[src/rtl/fp_sched_pkg.sv]
// fp_sched_pkg: shared FSM states, opcode values and FP field constants for the fp add/sub scheduler
package fp_sched_pkg;
  typedef enum logic [2:0] {
    IDLE  = 3'd0,
    CLEAR = 3'd1,
    START = 3'd2,
    WAIT  = 3'd3,
    RESP  = 3'd4
  } state_t;
  localparam logic OP_ADD = 1'b0;
  localparam logic OP_SUB = 1'b1;
  localparam int FP_W = 32;
  localparam int SIGN_BIT = 31;
  function automatic logic [FP_W-1:0] apply_op(input logic [FP_W-1:0] b, input logic op);
    return (op == OP_SUB) ? {~b[SIGN_BIT], b[SIGN_BIT-1:0]} : b;
  endfunction
endpackage

[src/rtl/fp_addsub_sched_rr_arbiter.sv]
// rr_arbiter: combinational round-robin pick of the first request after last_grant, with wrap-around
//   req        : per-requester request vector
//   last_grant : index granted most recently (owned by the caller)
//   grant      : one-hot grant, zero when no request
//   grant_idx  : index of the granted requester
//   any_req    : at least one request is set
module rr_arbiter #(
  parameter int NUM_REQ = 4,
  parameter int ID_W = 2
) (
  input  logic [NUM_REQ-1:0] req,
  input  logic [ID_W-1:0]    last_grant,
  output logic [NUM_REQ-1:0] grant,
  output logic [ID_W-1:0]    grant_idx,
  output logic               any_req
);
  int t;
  assign any_req = |req;
  assign grant = any_req ? NUM_REQ'(1) << grant_idx : '0;
  // walking from the farthest offset down leaves the nearest requester after last_grant
  always_comb begin
    grant_idx = '0;
    t = 0;
    for (int k = NUM_REQ; k >= 1; k--) begin
      t = int'(last_grant) + k;
      t = (t >= NUM_REQ) ? t - NUM_REQ : t;
      if (req[t[ID_W-1:0]]) grant_idx = t[ID_W-1:0];
    end
  end
endmodule

[src/rtl/fp_addsub_sched.sv]
// fp_addsub_sched: round-robin scheduler sharing one multi-cycle fp add/sub unit among NUM_REQ requesters
//   req_valid/req_ready/req_a/req_b/req_op : per-requester request ports (ready is a one-cycle grant pulse)
//   resp_valid/resp_ready/resp_id/resp_result/resp_timeout : shared tagged response channel
//   busy : high outside IDLE
//   fu_clear/fu_start/fu_a1/fu_a2/fu_done/fu_result : interface to the shared unit
module fp_addsub_sched
  import fp_sched_pkg::*;
#(
  parameter int NUM_REQ = 4,
  parameter int ID_W = 2,
  parameter int TIMEOUT_CYCLES = 64
) (
  input  logic                    clk,
  input  logic                    reset_n,
  input  logic [NUM_REQ-1:0]      req_valid,
  output logic [NUM_REQ-1:0]      req_ready,
  input  logic [NUM_REQ*FP_W-1:0] req_a,
  input  logic [NUM_REQ*FP_W-1:0] req_b,
  input  logic [NUM_REQ-1:0]      req_op,
  output logic                    resp_valid,
  input  logic                    resp_ready,
  output logic [ID_W-1:0]         resp_id,
  output logic [FP_W-1:0]         resp_result,
  output logic                    resp_timeout,
  output logic                    busy,
  output logic                    fu_clear,
  output logic                    fu_start,
  output logic [FP_W-1:0]         fu_a1,
  output logic [FP_W-1:0]         fu_a2,
  input  logic                    fu_done,
  input  logic [FP_W-1:0]         fu_result
);
  localparam int CNT_W = $clog2(TIMEOUT_CYCLES);
  localparam logic [CNT_W-1:0] CNT_LAST = CNT_W'(TIMEOUT_CYCLES - 1);
  state_t state_q, state_d;
  logic [ID_W-1:0] last_q, last_d, resp_id_q, resp_id_d, grant_idx;
  logic [CNT_W-1:0] cnt_q, cnt_d;
  logic resp_valid_q, resp_valid_d, resp_timeout_q, resp_timeout_d;
  logic fu_clear_q, fu_clear_d, fu_start_q, fu_start_d;
  logic [FP_W-1:0] resp_result_q, resp_result_d, fu_a1_q, fu_a1_d, fu_a2_q, fu_a2_d;
  logic [FP_W-1:0] a_sel, b_sel;
  logic [NUM_REQ-1:0] grant;
  logic any_req, op_sel;
  rr_arbiter #(.NUM_REQ(NUM_REQ), .ID_W(ID_W)) u_arb (
    .req       (req_valid),
    .last_grant(last_q),
    .grant     (grant),
    .grant_idx (grant_idx),
    .any_req   (any_req)
  );
  assign req_ready = (state_q == IDLE && reset_n) ? grant : '0;
  assign busy = state_q != IDLE;
  assign resp_valid = resp_valid_q;
  assign resp_id = resp_id_q;
  assign resp_result = resp_result_q;
  assign resp_timeout = resp_timeout_q;
  assign fu_clear = fu_clear_q;
  assign fu_start = fu_start_q;
  assign fu_a1 = fu_a1_q;
  assign fu_a2 = fu_a2_q;
  always_comb begin
    a_sel = '0;
    b_sel = '0;
    op_sel = OP_ADD;
    for (int i = 0; i < NUM_REQ; i++)
      if (grant[i]) begin
        a_sel = req_a[i*FP_W +: FP_W];
        b_sel = req_b[i*FP_W +: FP_W];
        op_sel = req_op[i];
      end
  end
  always_comb begin
    state_d = state_q;
    last_d = last_q;
    cnt_d = cnt_q;
    resp_valid_d = resp_valid_q;
    resp_id_d = resp_id_q;
    resp_result_d = resp_result_q;
    resp_timeout_d = resp_timeout_q;
    fu_clear_d = 1'b0;
    fu_start_d = 1'b0;
    fu_a1_d = fu_a1_q;
    fu_a2_d = fu_a2_q;
    case (state_q)
      IDLE: if (any_req) begin
        state_d = CLEAR;
        last_d = grant_idx;
        resp_id_d = grant_idx;
        fu_clear_d = 1'b1;
        fu_a1_d = a_sel;
        fu_a2_d = apply_op(b_sel, op_sel);
      end
      CLEAR: begin
        state_d = START;
        fu_start_d = 1'b1;
      end
      START: begin
        state_d = WAIT;
        cnt_d = '0;
      end
      WAIT: if (fu_done || cnt_q == CNT_LAST) begin
        state_d = RESP;
        resp_valid_d = 1'b1;
        resp_timeout_d = !fu_done;
        resp_result_d = fu_done ? fu_result : '0;
      end else begin
        cnt_d = cnt_q + 1'b1;
      end
      RESP: if (resp_ready) begin
        state_d = IDLE;
        resp_valid_d = 1'b0;
      end
      default: state_d = IDLE;
    endcase
  end
  always_ff @(posedge clk or negedge reset_n) begin
    if (!reset_n) begin
      state_q <= IDLE;
      last_q <= ID_W'(NUM_REQ - 1);
      cnt_q <= '0;
      resp_valid_q <= 1'b0;
      resp_id_q <= '0;
      resp_result_q <= '0;
      resp_timeout_q <= 1'b0;
      fu_clear_q <= 1'b0;
      fu_start_q <= 1'b0;
      fu_a1_q <= '0;
      fu_a2_q <= '0;
    end else begin
      state_q <= state_d;
      last_q <= last_d;
      cnt_q <= cnt_d;
      resp_valid_q <= resp_valid_d;
      resp_id_q <= resp_id_d;
      resp_result_q <= resp_result_d;
      resp_timeout_q <= resp_timeout_d;
      fu_clear_q <= fu_clear_d;
      fu_start_q <= fu_start_d;
      fu_a1_q <= fu_a1_d;
      fu_a2_q <= fu_a2_d;
    end
  end
endmodule

[config.mk]
export PLATFORM = sky130hd
export DESIGN_NAME = fp_addsub_sched
export DESIGN_NICKNAME = d
export VERILOG_FILES = /design/src/rtl/fp_sched_pkg.sv /design/src/rtl/fp_addsub_sched_rr_arbiter.sv /design/src/rtl/fp_addsub_sched.sv
export SDC_FILE = /design/constraint.sdc
export NUM_CORES = 1
export LEC_CHECK = 0
export ABC_AREA = 0
export BUFFER_PORTS_ARGS = -buffer_cell sky130_fd_sc_hd__buf_2
export CELL_PAD_IN_SITES_DETAIL_PLACEMENT = 1
export CELL_PAD_IN_SITES_GLOBAL_PLACEMENT = 2
export CORE_MARGIN = 1.5
export CORE_UTILIZATION = 23
export CTS_CLUSTER_SIZE = 16
export DETAILED_ROUTE_END_ITERATION = 8
export PLACE_DENSITY_LB_ADDON = 0.3
export SYNTH_ARGS = -nofsm -noshare
export SYNTH_HDL_FRONTEND = slang
export SYNTH_HIERARCHICAL = 1
export SYNTH_SLANG_ARGS = --single-unit
[constraint.sdc]
create_clock -name clk -period 2.19 [get_ports clk]
set_input_delay 0.3285 -clock clk [delete_from_list [all_inputs] [get_ports clk]]
set_output_delay 0.3285 -clock clk [all_outputs]
set_load 0.01 [all_outputs]
==> results.py <==
metrics = {
    "sta": {
        "max_slew_margin_pct": 49.67,
        "drv_slew": 0,
        "rsz0062_at_grt": "true",
        "setup_violations": 0,
        "finalClockSkew_ns": 0.01400,
        "max_clock_freq_ghz": 0.4566,
        "hold_viol_final": 0,
        "min_period_ns": 2.190,
        "finalCritPeriodShare_pct": 100.0,
        "worst_pin_slew_ns": 0.7550,
    },
    "routing": {
        "wl_met1_microns": 11640,
        "drc": 0,
        "wl_met3_microns": 2345,
        "vias_per_cell": 4.839,
        "highest_layer": "met5",
        "vias": 7287,
        "wire_per_inst_microns": 19.82,
        "ant_nets": 0,
        "drtIter0Drc": 355,
        "drt_wl_total_microns": 29850,
        "routed-wl-met2_microns": 15250,
        "dr.pass1.iters": 4,
    },
    "setup_path": {
        "crit_type": "register to register",
        "crit_path_max_incr_delay_ns": 0.40,
        "required_ns": 2.48,
        "cp_max_fo": 11,
        "reg2reg_slack_ns": 0.00001,
        "cpMaxStageDelayCell": "dfstp_2",
        "critPathArrivalTime_ns": 2.48,
        "path_buf_inv": 3,
        "cp_cell_sequence": "and2b_4, nor2_2, o221a_1, buf_4, nor2b_4, buf_12, clkbuf_16, a221o_1, a22oi_2, a21oi_2",
        "start_kind": "register",
        "critPathTopFamily": "compound AO/OA/AOI/OAI gates",
        "endpoint_kind": "register",
    },
    "clocking": {
        "cts_max_level": 4,
        "clock-root-buffer": "clkbuf_16",
        "cts.clk_slew.worst_paths_ns": 0.06,
        "numCtsBuffers": 17,
        "cts_max_path_buffers": 2,
        "clock-sinks": 113,
        "cts_tree": "done",
        "clk_latency_ns": 0.42,
    },
    "placement": {
        "place_congestion": 0.7997,
        "place_hpwl_microns": 21480,
        "dpl-instance-area_sq_um": 8969,
        "numPortBuffers": 406,
        "dp_cells": 1446,
    },
    "power": {
        "seqPwrFrac_pct": 26.7,
        "intPower_uw": 8354,
        "ir_worst_vdd_uv": 498.9,
        "clockPowerShare_pct": 22.2,
        "share_comb_of_total_power_pct": 51.1,
        "power_density_nw_per_um2": 1377,
        "power_uw": 13920,
        "p_leak_uw": 0.005053,
        "p_sw_uw": 5570,
        "swShare_pct": 40.00,
    },
    "floorplanning": {
        "initial_core_util_pct": 23.58,
        "die_area_sq_um": 28870,
        "die_w_microns": 169.9,
        "dieHeight_microns": 169.9,
        "core_sq_um": 27180,
        "num_rows": 60,
        "ioPinCount": 407,
    },
    "yosys": {
        "yosysWarnings": 6,
        "netlist_area_sq_um": 6409,
        "avgSynthCellArea_sq_um": 9.077,
        "synth_cells": 706,
        "ys_types": 57,
        "synth_seq_area_share_pct": 44.16,
        "synth_edf_count": 0,
        "ys_ff_latch": 113,
        "synth_nets": 1007,
        "synth_flop_cell": "dfrtp_1",
        "async_flop_share_pct": 100.0,
    },
    "flow_run": {
        "cap_violations": 0,
    },
    "cells_and_area": {
        "nets": 1417,
        "final_cell_mix": "buf_2, a21oi_1, dfrtp_1, nor2_1, inv_1",
        "final_cells": 1506,
        "drive_above_1_share_pct": 48.54,
        "fin_area_sq_um": 10110,
        "fillers": 3299,
        "final_common_cell": "buf_2",
        "syn_to_final_growth_pct": 57.83,
    },
    "global_route": {
        "grt_pass1_wl_microns": 42740,
        "grt_pass1_vias": 7486,
        "grt_max_degree": 57,
        "antenna_found_initial": 7,
        "overflow": 0,
        "grt_usage_pct": 19.42,
    },
    "run_status": {
        "status": "complete, no violations",
    },
    "hold_path": {
        "hp-class": "input port to register",
    },
}
[logic make-up (layout without fill, tap and decap cells)]
family	after synthesis	count (layout)	share of synthesized area, %
adder cells (fa/ha/maj)	1	1	0.1952
other	0	5	0
multiplexers	1	1	0.1562
buffers and inverters	139	562	10.05
flip-flops	113	113	44.16
AND/OR/NAND/NOR	125	125	9.059
AO/OA/AOI/OAI	323	323	35.83
XOR/XNOR	4	4	0.5468
[metrics by stage]
step	setup TNS (ns)	hold slack [ns]	worst slack [ns]	utilization [%]
final	0	0.1233	0.00001066	37.22
after global routing	-2.470	0.1038	-0.07659	37.21
after CTS	-0.006963	0.09108	-0.006963	36.16
after detailed placement	0	0.1779	0.02600	33.00
after global placement	0	0.1754	0.06183	33.00
after floorplan	0	0.03291	0.06270	-
[cell type report]
| cell class | count | area [sq um] | area share, % |
|---|---|---|---|
| Antenna cell | 5 | 12.51 | 0.1237 |
| Clock buffer | 18 | 439.2 | 4.342 |
| Clock inverter | 14 | 203.9 | 2.016 |
| Inverter | 69 | 261.5 | 2.585 |
| Multi-Input combinational cell | 454 | 3122 | 30.86 |
| Sequential cell | 113 | 2830 | 27.98 |
| Tap cell | 372 | 465.4 | 4.602 |
| Timing Repair Buffer | 461 | 2780 | 27.49 |
[power groups by stage]
stage | clock (uW) | sequential (uW) | combinational, uW
floorplan | 0 | 4130 | 3510
global placement | 0 | 3740 | 6450
detailed placement | 0 | 3740 | 6590
CTS | 3210 | 3720 | 6880
global route | 3280 | 3860 | 7830
finish | 3100 | 3710 | 7110
[path summary, 6_finish.rpt]
kind | startpoint | cells past startpoint | endpoint
max | last_q[1] | 10 | fu_a1[2]
min | fu_result[8] | 2 | resp_result[8]
max reg2reg | last_q[1] | 10 | fu_a1[2]
min reg2reg | resp_id[1] | 2 | resp_id[1]
max in group asynchronous | reset_n | 3 | fu_a2[15]
min in group asynchronous | reset_n | 2 | resp_timeout
[registers in the layout, summed over array words and instances, names as in the netlist]
signal and count:
cnt_q 6, fu_a1 32, fu_a2 32, fu_clear 1
fu_start 1, last_q 2, resp_id 2, resp_result 32
resp_timeout 1, resp_valid 1, state_q 3
[repair_timing]
action / CTS / global route
gates resized for setup: 12 / 36
buffers inserted: 13 / 4
pin swaps: 3 / 9
endpoints found under the setup margin: 4 / 65
hold endpoints to repair: 8 / 0
hold buffers: 1 / 0
gates cloned: 2 / 3
[cell usage after synthesis (3+ instances only)]
master | n | area share [%]
o21bai_1 | 3 | 0.35
a21oi_1 | 136 | 11
buf_4 | 4 | 0.47
o21ai_0 | 4 | 0.31
xor2_1 | 3 | 0.41
dfrtp_1 | 111 | 43
clkbuf_1 | 30 | 1.8
buf_6 | 10 | 1.8
a221o_1 | 61 | 9.5
nor2b_1 | 3 | 0.29
nand2b_1 | 4 | 0.39
a22o_1 | 32 | 4.4
nor2_1 | 69 | 4.0
and2_1 | 5 | 0.49
a22oi_1 | 63 | 7.4
inv_1 | 67 | 3.9
buf_2 | 26 | 2.0
nand2_1 | 24 | 1.4
[layer usage]
layer,track usage (%),vias up
met5,0,-
met4,5.464,6
met3,6.047,42
met2,34.69,294
met1,22.19,3523
li1,-,3422
Note: power is estimated with default switching activity, not from simulation.
